<file path="config.mk">
export PLATFORM = sky130hd
export DESIGN_NAME = opcode_fetch_flat
export DESIGN_NICKNAME = d
export VERILOG_FILES = /design/src/rtl/opcode_fetch_if.sv /design/src/rtl/opcode_fetch.sv /design/src/flat_wrapper.sv
export SDC_FILE = /design/constraint.sdc
export NUM_CORES = 1
export LEC_CHECK = 0
export ABC_AREA = 1
export ABC_CLOCK_PERIOD_IN_PS = 1000
export CORE_MARGIN = 8
export CORE_UTILIZATION = 40
export DETAILED_ROUTE_END_ITERATION = 6
export DONT_BUFFER_PORTS = 1
export PLACE_DENSITY_LB_ADDON = 0.1
export SLEW_MARGIN = 15
export SYNTH_ARGS = -nofsm -noshare
export SYNTH_HDL_FRONTEND = slang
export SYNTH_SLANG_ARGS = --single-unit
</file>
<file path="constraint.sdc">
create_clock -name clk -period 1 [get_ports clk]
set_input_delay 0.15 -clock clk [delete_from_list [all_inputs] [get_ports clk]]
set_output_delay 0.15 -clock clk [all_outputs]
set_load 0.01 [all_outputs]
</file>
<file path="src/rtl/opcode_fetch_if.sv">
// Handshake/bus bundle for opcode_fetch: fetch controls and interrupt pins in,
// selected and registered opcode/source out.
interface opcode_fetch_if;
    logic       enableFFs;
    logic       getInstruction;
    logic [7:0] dataBus;
    logic       nmi_n;
    logic       irq_n;
    logic       interruptMask;
    logic [7:0] nextOpcode;
    logic [2:0] nextSource;
    logic [7:0] opcodeReg;
    logic [2:0] intSource;
    logic       pcHold;
    logic       nmiAck;

    modport master (
        output enableFFs, getInstruction, dataBus, nmi_n, irq_n, interruptMask,
        input  nextOpcode, nextSource, opcodeReg, intSource, pcHold, nmiAck
    );

    modport slave (
        input  enableFFs, getInstruction, dataBus, nmi_n, irq_n, interruptMask,
        output nextOpcode, nextSource, opcodeReg, intSource, pcHold, nmiAck
    );
endinterface

</file>
<file path="src/rtl/opcode_fetch.sv">
// Opcode fetch front end: interrupt sync/prioritisation and forced-BRK injection.
// Optional macro BRK_SOFT_INT_EN reports a fetched BRK opcode as source 4.
module opcode_fetch #(
    parameter int unsigned SYNC_STAGES = 2,
    parameter logic [7:0]  BRK_OPCODE  = 8'h00
) (
    input  logic           clk,
    input  logic           rst,
    opcode_fetch_if.slave  bus
);

    typedef enum logic [2:0] {
        SRC_NONE  = 3'd0,
        SRC_IRQ   = 3'd1,
        SRC_NMI   = 3'd2,
        SRC_RESET = 3'd3,
        SRC_BRK   = 3'd4
    } src_e;

    logic [SYNC_STAGES-1:0] nmi_sync_q, nmi_sync_d;
    logic [SYNC_STAGES-1:0] irq_sync_q, irq_sync_d;
    logic                   nmi_prev_q, nmi_prev_d;
    logic                   rst_pending_q, rst_pending_d;
    logic                   nmi_pending_q, nmi_pending_d;
    logic [7:0]             opcode_q, opcode_d;
    src_e                   int_source_q, int_source_d;
    logic                   pc_hold_q, pc_hold_d;
    logic                   nmi_ack_q, nmi_ack_d;

    logic                   fetch;
    logic                   nmi_synced;
    logic                   irq_synced;
    logic                   nmi_fall;
    logic                   irq_req;
    logic                   injected;
    src_e                   next_source;
    logic [7:0]             next_opcode;

    always_comb begin
        fetch      = bus.getInstruction & bus.enableFFs;
        nmi_synced = nmi_sync_q[SYNC_STAGES-1];
        irq_synced = irq_sync_q[SYNC_STAGES-1];
        nmi_sync_d = {nmi_sync_q[SYNC_STAGES-2:0], bus.nmi_n};
        irq_sync_d = {irq_sync_q[SYNC_STAGES-2:0], bus.irq_n};
        nmi_prev_d = nmi_synced;
        nmi_fall   = nmi_prev_q & ~nmi_synced;
        irq_req    = ~irq_synced & ~bus.interruptMask;

        next_source = SRC_NONE;
        if (rst_pending_q)      next_source = SRC_RESET;
        else if (nmi_pending_q) next_source = SRC_NMI;
        else if (irq_req)       next_source = SRC_IRQ;
`ifdef BRK_SOFT_INT_EN
        else if (bus.dataBus == BRK_OPCODE) next_source = SRC_BRK;
`endif
        injected    = (next_source == SRC_RESET) || (next_source == SRC_NMI) ||
                      (next_source == SRC_IRQ);
        next_opcode = injected ? BRK_OPCODE : bus.dataBus;

        opcode_d      = fetch ? next_opcode : opcode_q;
        int_source_d  = fetch ? next_source : int_source_q;
        pc_hold_d     = fetch ? injected    : pc_hold_q;
        nmi_ack_d     = fetch && (next_source == SRC_NMI);
        rst_pending_d = rst_pending_q & ~(fetch && (next_source == SRC_RESET));
        // A fresh edge arriving on the clearing fetch must stay pending.
        nmi_pending_d = nmi_fall | (nmi_pending_q & ~(fetch && (next_source == SRC_NMI)));
    end

    always_ff @(posedge clk) begin
        if (rst) begin
            nmi_sync_q    <= '1;
            irq_sync_q    <= '1;
            nmi_prev_q    <= 1'b1;
            rst_pending_q <= 1'b1;
            nmi_pending_q <= 1'b0;
            opcode_q      <= '0;
            int_source_q  <= SRC_NONE;
            pc_hold_q     <= 1'b0;
            nmi_ack_q     <= 1'b0;
        end else begin
            nmi_sync_q    <= nmi_sync_d;
            irq_sync_q    <= irq_sync_d;
            nmi_prev_q    <= nmi_prev_d;
            rst_pending_q <= rst_pending_d;
            nmi_pending_q <= nmi_pending_d;
            opcode_q      <= opcode_d;
            int_source_q  <= int_source_d;
            pc_hold_q     <= pc_hold_d;
            nmi_ack_q     <= nmi_ack_d;
        end
    end

    assign bus.nextOpcode = next_opcode;
    assign bus.nextSource = next_source;
    assign bus.opcodeReg  = opcode_q;
    assign bus.intSource  = int_source_q;
    assign bus.pcHold     = pc_hold_q;
    assign bus.nmiAck     = nmi_ack_q;

endmodule

</file>
<file path="src/flat_wrapper.sv">
// flat-port wrapper written by rule: the top's interface ports become plain ports
module opcode_fetch_flat 
#(
    parameter int unsigned SYNC_STAGES = 2,
    parameter logic [7:0]  BRK_OPCODE  = 8'h00
)
  (clk, rst, bus_enableFFs, bus_getInstruction, bus_dataBus, bus_nmi_n, bus_irq_n, bus_interruptMask, bus_nextOpcode, bus_nextSource, bus_opcodeReg, bus_intSource, bus_pcHold, bus_nmiAck);
  opcode_fetch_if bus_i ();
  input  logic clk;
  input  logic rst;
  input wire logic [$bits(bus_i.enableFFs)-1:0] bus_enableFFs;
  input wire logic [$bits(bus_i.getInstruction)-1:0] bus_getInstruction;
  input wire logic [$bits(bus_i.dataBus)-1:0] bus_dataBus;
  input wire logic [$bits(bus_i.nmi_n)-1:0] bus_nmi_n;
  input wire logic [$bits(bus_i.irq_n)-1:0] bus_irq_n;
  input wire logic [$bits(bus_i.interruptMask)-1:0] bus_interruptMask;
  output wire logic [$bits(bus_i.nextOpcode)-1:0] bus_nextOpcode;
  output wire logic [$bits(bus_i.nextSource)-1:0] bus_nextSource;
  output wire logic [$bits(bus_i.opcodeReg)-1:0] bus_opcodeReg;
  output wire logic [$bits(bus_i.intSource)-1:0] bus_intSource;
  output wire logic [$bits(bus_i.pcHold)-1:0] bus_pcHold;
  output wire logic [$bits(bus_i.nmiAck)-1:0] bus_nmiAck;
  assign bus_i.enableFFs = bus_enableFFs;
  assign bus_i.getInstruction = bus_getInstruction;
  assign bus_i.dataBus = bus_dataBus;
  assign bus_i.nmi_n = bus_nmi_n;
  assign bus_i.irq_n = bus_irq_n;
  assign bus_i.interruptMask = bus_interruptMask;
  assign bus_nextOpcode = bus_i.nextOpcode;
  assign bus_nextSource = bus_i.nextSource;
  assign bus_opcodeReg = bus_i.opcodeReg;
  assign bus_intSource = bus_i.intSource;
  assign bus_pcHold = bus_i.pcHold;
  assign bus_nmiAck = bus_i.nmiAck;
  opcode_fetch #(.SYNC_STAGES(SYNC_STAGES), .BRK_OPCODE(BRK_OPCODE)) u_core (.clk(clk), .rst(rst), .bus(bus_i));
endmodule
</file>
==> impl_metrics.yaml, run 1 <==
critical_path:
  reg2reg_setup_slack_ns: -0.11
  cp-end-kind: "primary output"
  timing_worst_setup_path_type: "reg -> out"
  startpoint_type: "flip-flop"
  critical_path_required_ns: 0.85
  worst_ep_arrival_time_ns: 1.09
  timing.critical_path.fanout_max: 5
placement:
  placed_cell_area_um2: 791
  place.gp.congestion: 0.670
  placement.io_buffers: 0
  dp_hpwl_um: 1310
final_layout:
  drive_gt1_frac: 0.473
  flow.area_growth_from_synthesis_pct: 44.6
  postLayoutCoreUtil: 0.618
  fin_area_um2: 1080
  finish.net_count: 126
  diodes: 0
  fillerInstances: 164
floorplan:
  core_area_um2: 1750
  die_width_um: 59.2
  die_area_um2: 3500
  num_io_pins: 39
  initial_core_util: 0.427
  core.rowCount: 15
  chipHeight_um: 59.2
global_route:
  first_pass_grt_wire_length_um: 3000
  track_usage: 0.110
  antenna_found_initial: 0
  number_of_global_route_vias_before_repair: 633
  grt_remaining_overflow: 0
  largest_net_degree_at_the_start_of_global_routing: 13
synthesis:
  postSynthRegisterBits: 19
  post_synth_edffs: 0
  yosys.area.top_type: "sky130_fd_sc_hd__dfxtp_1"
  post-synth-top-count-cell: "sky130_fd_sc_hd__dfxtp_1"
  synth-seq-area-share: 0.510
  area_fraction_of_the_dominant_cell_type_after_synthesis: 0.510
  synth_ff_type: "sky130_fd_sc_hd__dfxtp_1"
  synthCells: 91
  synth_top_cells_by_count: "sky130_fd_sc_hd__dfxtp_1 (19), sky130_fd_sc_hd__a21oi_1 (11), sky130_fd_sc_hd__inv_1 (11)"
  yosys_warnings: 0
  synthesis.area_um2: 746
  synth_top_cells_by_area: "sky130_fd_sc_hd__dfxtp_1 (51%), sky130_fd_sc_hd__a21oi_1 (7.4%), sky130_fd_sc_hd__inv_1 (5.5%)"
  asyncSetResetFlopFracSynth: 0
  yosysUniqueCellTypes: 18
  syn_avg_cell_area_um2: 8.19
sta:
  hold_viol: 0
  setup-violations-final: 16
  rsz0062_at_grt: "yes"
  layout_worst_path_cycle_share: 1.24
  finalClockSkew_ns: 0.0122
  postLayoutSetupSlackWorst_ns: -0.241
  timing.final.max_slew_violations: 0
  final.min_clock_period_ns: 1.24
  fmaxAchievable_mhz: 806
hold_path:
  hp-class: "in -> reg"
drt:
  detail_route.first_pass.iterations: 2
  totalWireLength_um: 1930
  drt_drc_violations_left: 0
  routed_wire_length_per_instance_um: 14.3
  post_dr_vias_cell: 4.88
  dr.first_iter.drc_count: 3
  detailroute.via_count: 659
  antenna_left: 0
cts:
  cts.path.max_buffers: 2
  library_cell_used_as_clock_root_buffer: "sky130_fd_sc_hd__clkbuf_4"
  tritoncts.num_buffers: 3
  cts_tree: "yes"
  cts.sinks: 19
  cts_max_level: 1
  path_clk_slew_ns: 0.11
  worstSkewPairLatency_ns: 0.29
power:
  power.density_cell_area_nw_per_um2: 1330
  vdd_drop_max_mv: 0.801
  static-leakage-power_uw: 0.000451
status:
  run_status: "complete, but fails checks"
  failed_checks: "negative setup slack"
run:
  number_of_violations_of_the_max_capacitance_limit: 0
worst max-delay path, cell delays in order, from the launching register on:
cell and delay [ns]:
sky130_fd_sc_hd__dfxtp_2 0.34, sky130_fd_sc_hd__nor2_4 0.12, sky130_fd_sc_hd__nand2_4 0.09, sky130_fd_sc_hd__buf_6 0.14, sky130_fd_sc_hd__nand3_2 0.07, sky130_fd_sc_hd__inv_2 0.05
layout make-up:
class	count	area [µm²]	share of cell area
multi-input cells	54	388	0.360
flip-flops and latches	19	384	0.356
repair buffers	19	189	0.175
inverters	14	60.1	0.0557
well taps	25	31.3	0.0290
clock buffers	4	26.3	0.0244
power by group:
group | internal [µW] | switching (µW) | total [µW]
Combinational | 104 | 128 | 233
Sequential | 792 | 29.7 | 822
Clock | 155 | 223 | 378
routing by layer:
layer  vias up  track usage  part of all wire
li1        322            -                 -
met1       308        0.117              0.40
met2        27        0.165              0.45
met3         2       0.0672              0.14
met4         0       0.0614            0.0052
met5         -            0                 0
placed cells by master, fill, tap and decap left out, types with 2 or more instances in the layout:
cell type and instances:
sky130_fd_sc_hd__conb_1 2, sky130_fd_sc_hd__clkbuf_4 3, sky130_fd_sc_hd__inv_2 6, sky130_fd_sc_hd__dlygate4sd3_1 6, sky130_fd_sc_hd__nor2_4 6, sky130_fd_sc_hd__nand2_4 4
sky130_fd_sc_hd__inv_1 6, sky130_fd_sc_hd__buf_4 5, sky130_fd_sc_hd__o21ai_0 5, sky130_fd_sc_hd__dfxtp_1 16, sky130_fd_sc_hd__or2_2 4, sky130_fd_sc_hd__dfxtp_2 3
sky130_fd_sc_hd__a21oi_2 2, sky130_fd_sc_hd__buf_6 7, sky130_fd_sc_hd__nand2_1 8, sky130_fd_sc_hd__nand3_2 7, sky130_fd_sc_hd__a21oi_1 9, sky130_fd_sc_hd__o21ai_1 3
stage by stage:
stage | setup TNS [ns] | worst slack (ns) | instances | hold WS [ns] | power (µW)
2_1_floorplan | 0 | 0.0166 | 92 | 0.254 | 943
4_1_cts | -2.32 | -0.254 | 131 | 0.000243 | 1420
3_3_place_gp | -0.00691 | -0.00456 | 119 | 0.222 | 971
3_5_place_dp | -0.164 | -0.0367 | 119 | 0.224 | 974
6_report | -2.61 | -0.241 | 135 | 0.00858 | 1430
5_1_grt | -3.89 | -0.324 | 135 | -0.00966 | 1530
final timing paths:
| path | to | cells past startpoint | startpoint |
|---|---|---|---|
| max reg2reg | u_core.bus.opcodeReg[7] | 6 | u_core.nmi_pending_q |
| min | u_core.bus.opcodeReg[1] | 2 | bus_dataBus[1] |
| min reg2reg | u_core.nmi_sync_q[1] | 1 | u_core.nmi_sync_q[0] |
| max | bus_nextOpcode[3] | 5 | u_core.irq_sync_q[1] |
sequential cells by signal, indices dropped and copies added, names as in the netlist:
register	flops
u_core.bus.opcodeReg	8
u_core.bus.intSource	2
u_core.irq_sync_q	2
u_core.nmi_sync_q	2
u_core.bus.nmiAck	1
u_core.bus.pcHold	1
u_core.nmi_pending_q	1
u_core.nmi_prev_q	1
u_core.rst_pending_q	1
logic make-up after synthesis:
family | synth area share
buffers and inverters | 0.128
AOI/OAI and AO/OA | 0.128
and+or+nand+nor | 0.230
DFF | 0.510
other | 0.00503
repair_timing:
action	CTS	global route
setup buffers	2	3
gates cloned	0	0
pin swaps	4	3
endpoints found under the hold margin	11	2
endpoints found under the setup margin	10	21
resized for setup	30	16
hold buffers	6	1
No activity file was read; power rests on OpenSTA's default activity.
==> run 2: changes to the inputs <==
CAP_MARGIN = 15   (was unset)
CTS_CLUSTER_SIZE = 12   (was unset)
==> results of run 2 <==
Final layout, timing and power as in run 1 (identical DEF).
==> run 3: changes to the inputs <==
ABC_CLOCK_PERIOD_IN_PS = 1350   (was 1000)
CAP_MARGIN = unset   (was 15)
SLEW_MARGIN = unset   (was 15)
clock period = 1.35 ns   (was 1 ns; I/O delays follow)
==> run 3 against run 2 <==
Against the previous run:
- the flow now finishes without violations
- non-clock buffer count decreased by 14
- combinational power decreased by 45%
- register-to-register slack improved by 0.45 ns
- total power decreased by 29%
- critical endpoint is now bus_nextOpcode[7]
- largest cell class is now flip-flops and latches
==> impl_metrics.yaml, run 3 (synthesized netlist as in run 1, its figures left out) <==
status:
  run_status: "finished, final reports clean"
final_layout:
  largest_reg_flops: 8
  flow.area_growth_from_synthesis_pct: 20.3
  postLayoutCoreUtil: 0.514
  drive_gt1_frac: 0.354
  layout.cells.most_common_list: "sky130_fd_sc_hd__dfxtp_1 (17), sky130_fd_sc_hd__a21oi_1 (11), sky130_fd_sc_hd__nand2_1 (9), sky130_fd_sc_hd__inv_1 (6), sky130_fd_sc_hd__inv_2 (6)"
  diodes: 0
  final_common_cell: "sky130_fd_sc_hd__dfxtp_1"
  finish.net_count: 112
power:
  static-leakage-power_uw: 0.000374
  power_frac_clock: 0.273
  power.density_cell_area_nw_per_um2: 1130
  p_int_uw: 741
  finalPower_uw: 1010
  p_sw_frac: 0.268
  vdd_drop_max_mv: 0.625
  psw_uw: 272
  power.combinational.fraction: 0.127
  p_seq_frac: 0.600
drt:
  detailroute.via_count: 584
  antenna_left: 0
  post_dr_vias_cell: 4.83
  dr.first_iter.drc_count: 9
  routed_wire_length_per_instance_um: 14.5
  detail_route.first_pass.iterations: 4
  drt_drc_violations_left: 0
  totalWireLength_um: 1750
critical_path:
  critical_path_required_ns: 1.15
  worstPathCellList: "inv_2, nand2_4, inv_8, nand2_8, nor2_4"
  reg2reg_depth: 5
  cp-end-kind: "primary output"
  timing.critical_path.fanout_max: 5
  reg2reg_from: "u_core.irq_sync_q[1]"
  worst_path_max_delay_cell: "sky130_fd_sc_hd__dfxtp_2"
  r2r-end: "u_core.bus.intSource[0]"
  startpoint_type: "flip-flop"
  crit_path_max_incr_delay_ns: 0.34
  worst_ep_arrival_time_ns: 1.12
  buffers_inverters_on_critical_path: 2
  worst_path_dominant_cell_family: "flip-flops"
  timing_worst_setup_path_type: "reg -> out"
  reg2reg_setup_slack_ns: 0.34
floorplan:
  initial_core_util: 0.427
  core.rowCount: 15
  die_area_um2: 3500
  chipHeight_um: 59.2
  die_width_um: 59.2
  core_area_um2: 1750
  num_io_pins: 39
hold_path:
  worst_hold_startpoint: "bus_dataBus[6]"
  hp-class: "in -> reg"
  min_delay_worst_endpoint: "u_core.bus.opcodeReg[6]"
  whs_path_depth: 2
cts:
  cts.sinks: 19
  worstSkewPairLatency_ns: 0.29
  tritoncts.num_buffers: 3
  cts_tree: "yes"
  cts_max_level: 1
  cts.path.max_buffers: 2
  library_cell_used_as_clock_root_buffer: "sky130_fd_sc_hd__clkbuf_4"
  path_clk_slew_ns: 0.10
sta:
  worst_hold_slack_ns: 0.0613
  timing.final.max_slew_violations: 0
  setup-violations-final: 0
  finalClockSkew_ns: 0.00395
  layout_worst_path_cycle_share: 0.983
  final.min_clock_period_ns: 1.33
  hold_viol: 0
  rsz0062_at_grt: "yes"
  fmaxAchievable_mhz: 753
  setup_total_negative_slack_ns: 0
global_route:
  track_usage: 0.106
  largest_net_degree_at_the_start_of_global_routing: 13
  number_of_global_route_vias_before_repair: 557
  grt_remaining_overflow: 0
  first_pass_grt_wire_length_um: 2790
  antenna_found_initial: 0
placement:
  placement.io_buffers: 0
  dp_hpwl_um: 1230
  place.gp.congestion: 0.717
run:
  number_of_violations_of_the_max_capacitance_limit: 0
-- run 3: cell count changes in the layout (fill, tap and decap cells not counted), moves of 3 or more --
cell | previous run | this run
sky130_fd_sc_hd__buf_4 | 5 | 2
sky130_fd_sc_hd__buf_6 | 7 | 0
sky130_fd_sc_hd__dlygate4sd3_1 | 6 | 3
sky130_fd_sc_hd__nand3_1 | 0 | 4
sky130_fd_sc_hd__nand3_2 | 7 | 4
-- run 3: layer usage --
metal | share of wire | up-vias | track usage
met5 | 0 | - | 0
met4 | 0.0080 | 0 | 0.0614
met3 | 0.14 | 2 | 0.0672
met2 | 0.41 | 29 | 0.143
met1 | 0.44 | 257 | 0.123
li1 | - | 296 | -
-- run 3: area by class of cell --
class,instances,area [µm²]
clock buffer,3,22.5
clock inverter,1,5.00
fill,185,848
inverter,14,62.6
multi-input combinational,54,348
sequential,19,383
tap,25,31.3
timing repair buffer,5,45.0
-- run 3: per-stage QoR --
stage	setup WS, ns	std cells	instance area [µm²]
5_1_grt	-0.0780	121	897
2_1_floorplan	0.314	92	749
3_5_place_dp	0.173	112	738
6_report	0.0226	121	897
3_3_place_gp	0.188	112	738
4_1_cts	-0.0177	119	855
-- run 3: how the worst max path moves through the flow --
stage / from / depth (start not counted) / slack (ns) / end
global route: u_core.rst_pending_q / 5 / -0.08 / bus_nextOpcode[4]
finish: u_core.rst_pending_q / 5 / 0.02 / bus_nextOpcode[7]
detailed placement: u_core.rst_pending_q / 5 / 0.17 / bus_nextOpcode[7]
CTS: u_core.nmi_pending_q / 5 / -0.02 / bus_nextOpcode[0]
floorplan: u_core.nmi_pending_q / 5 / 0.31 / bus_nextOpcode[4]
global placement: u_core.nmi_pending_q / 5 / 0.19 / bus_nextOpcode[7]
-- run 3: power groups by stage --
stage	sequential [µW]	combinational [µW]	clock, µW
2_1_floorplan	616	83.1	0
3_3_place_gp	620	83.1	0
3_5_place_dp	620	84.6	0
4_1_cts	607	119	291
5_1_grt	612	144	332
6_report	608	129	276
-- run 3: repair_timing --
action                     CTS  global route
hold endpoints to repair    11             0
buffers inserted             0             2
hold buffers                 3             0
pin swaps                    2             2
setup endpoints to repair    8             8
cloned                       0             0
resized for setup           20             8
-- run 3: worst register-to-register path: cells and delay by family, from the launching register on --
family | cells | cell delay (ns)
compound gates | 1 | 0.11
flops | 1 | 0.32
simple gates | 4 | 0.52
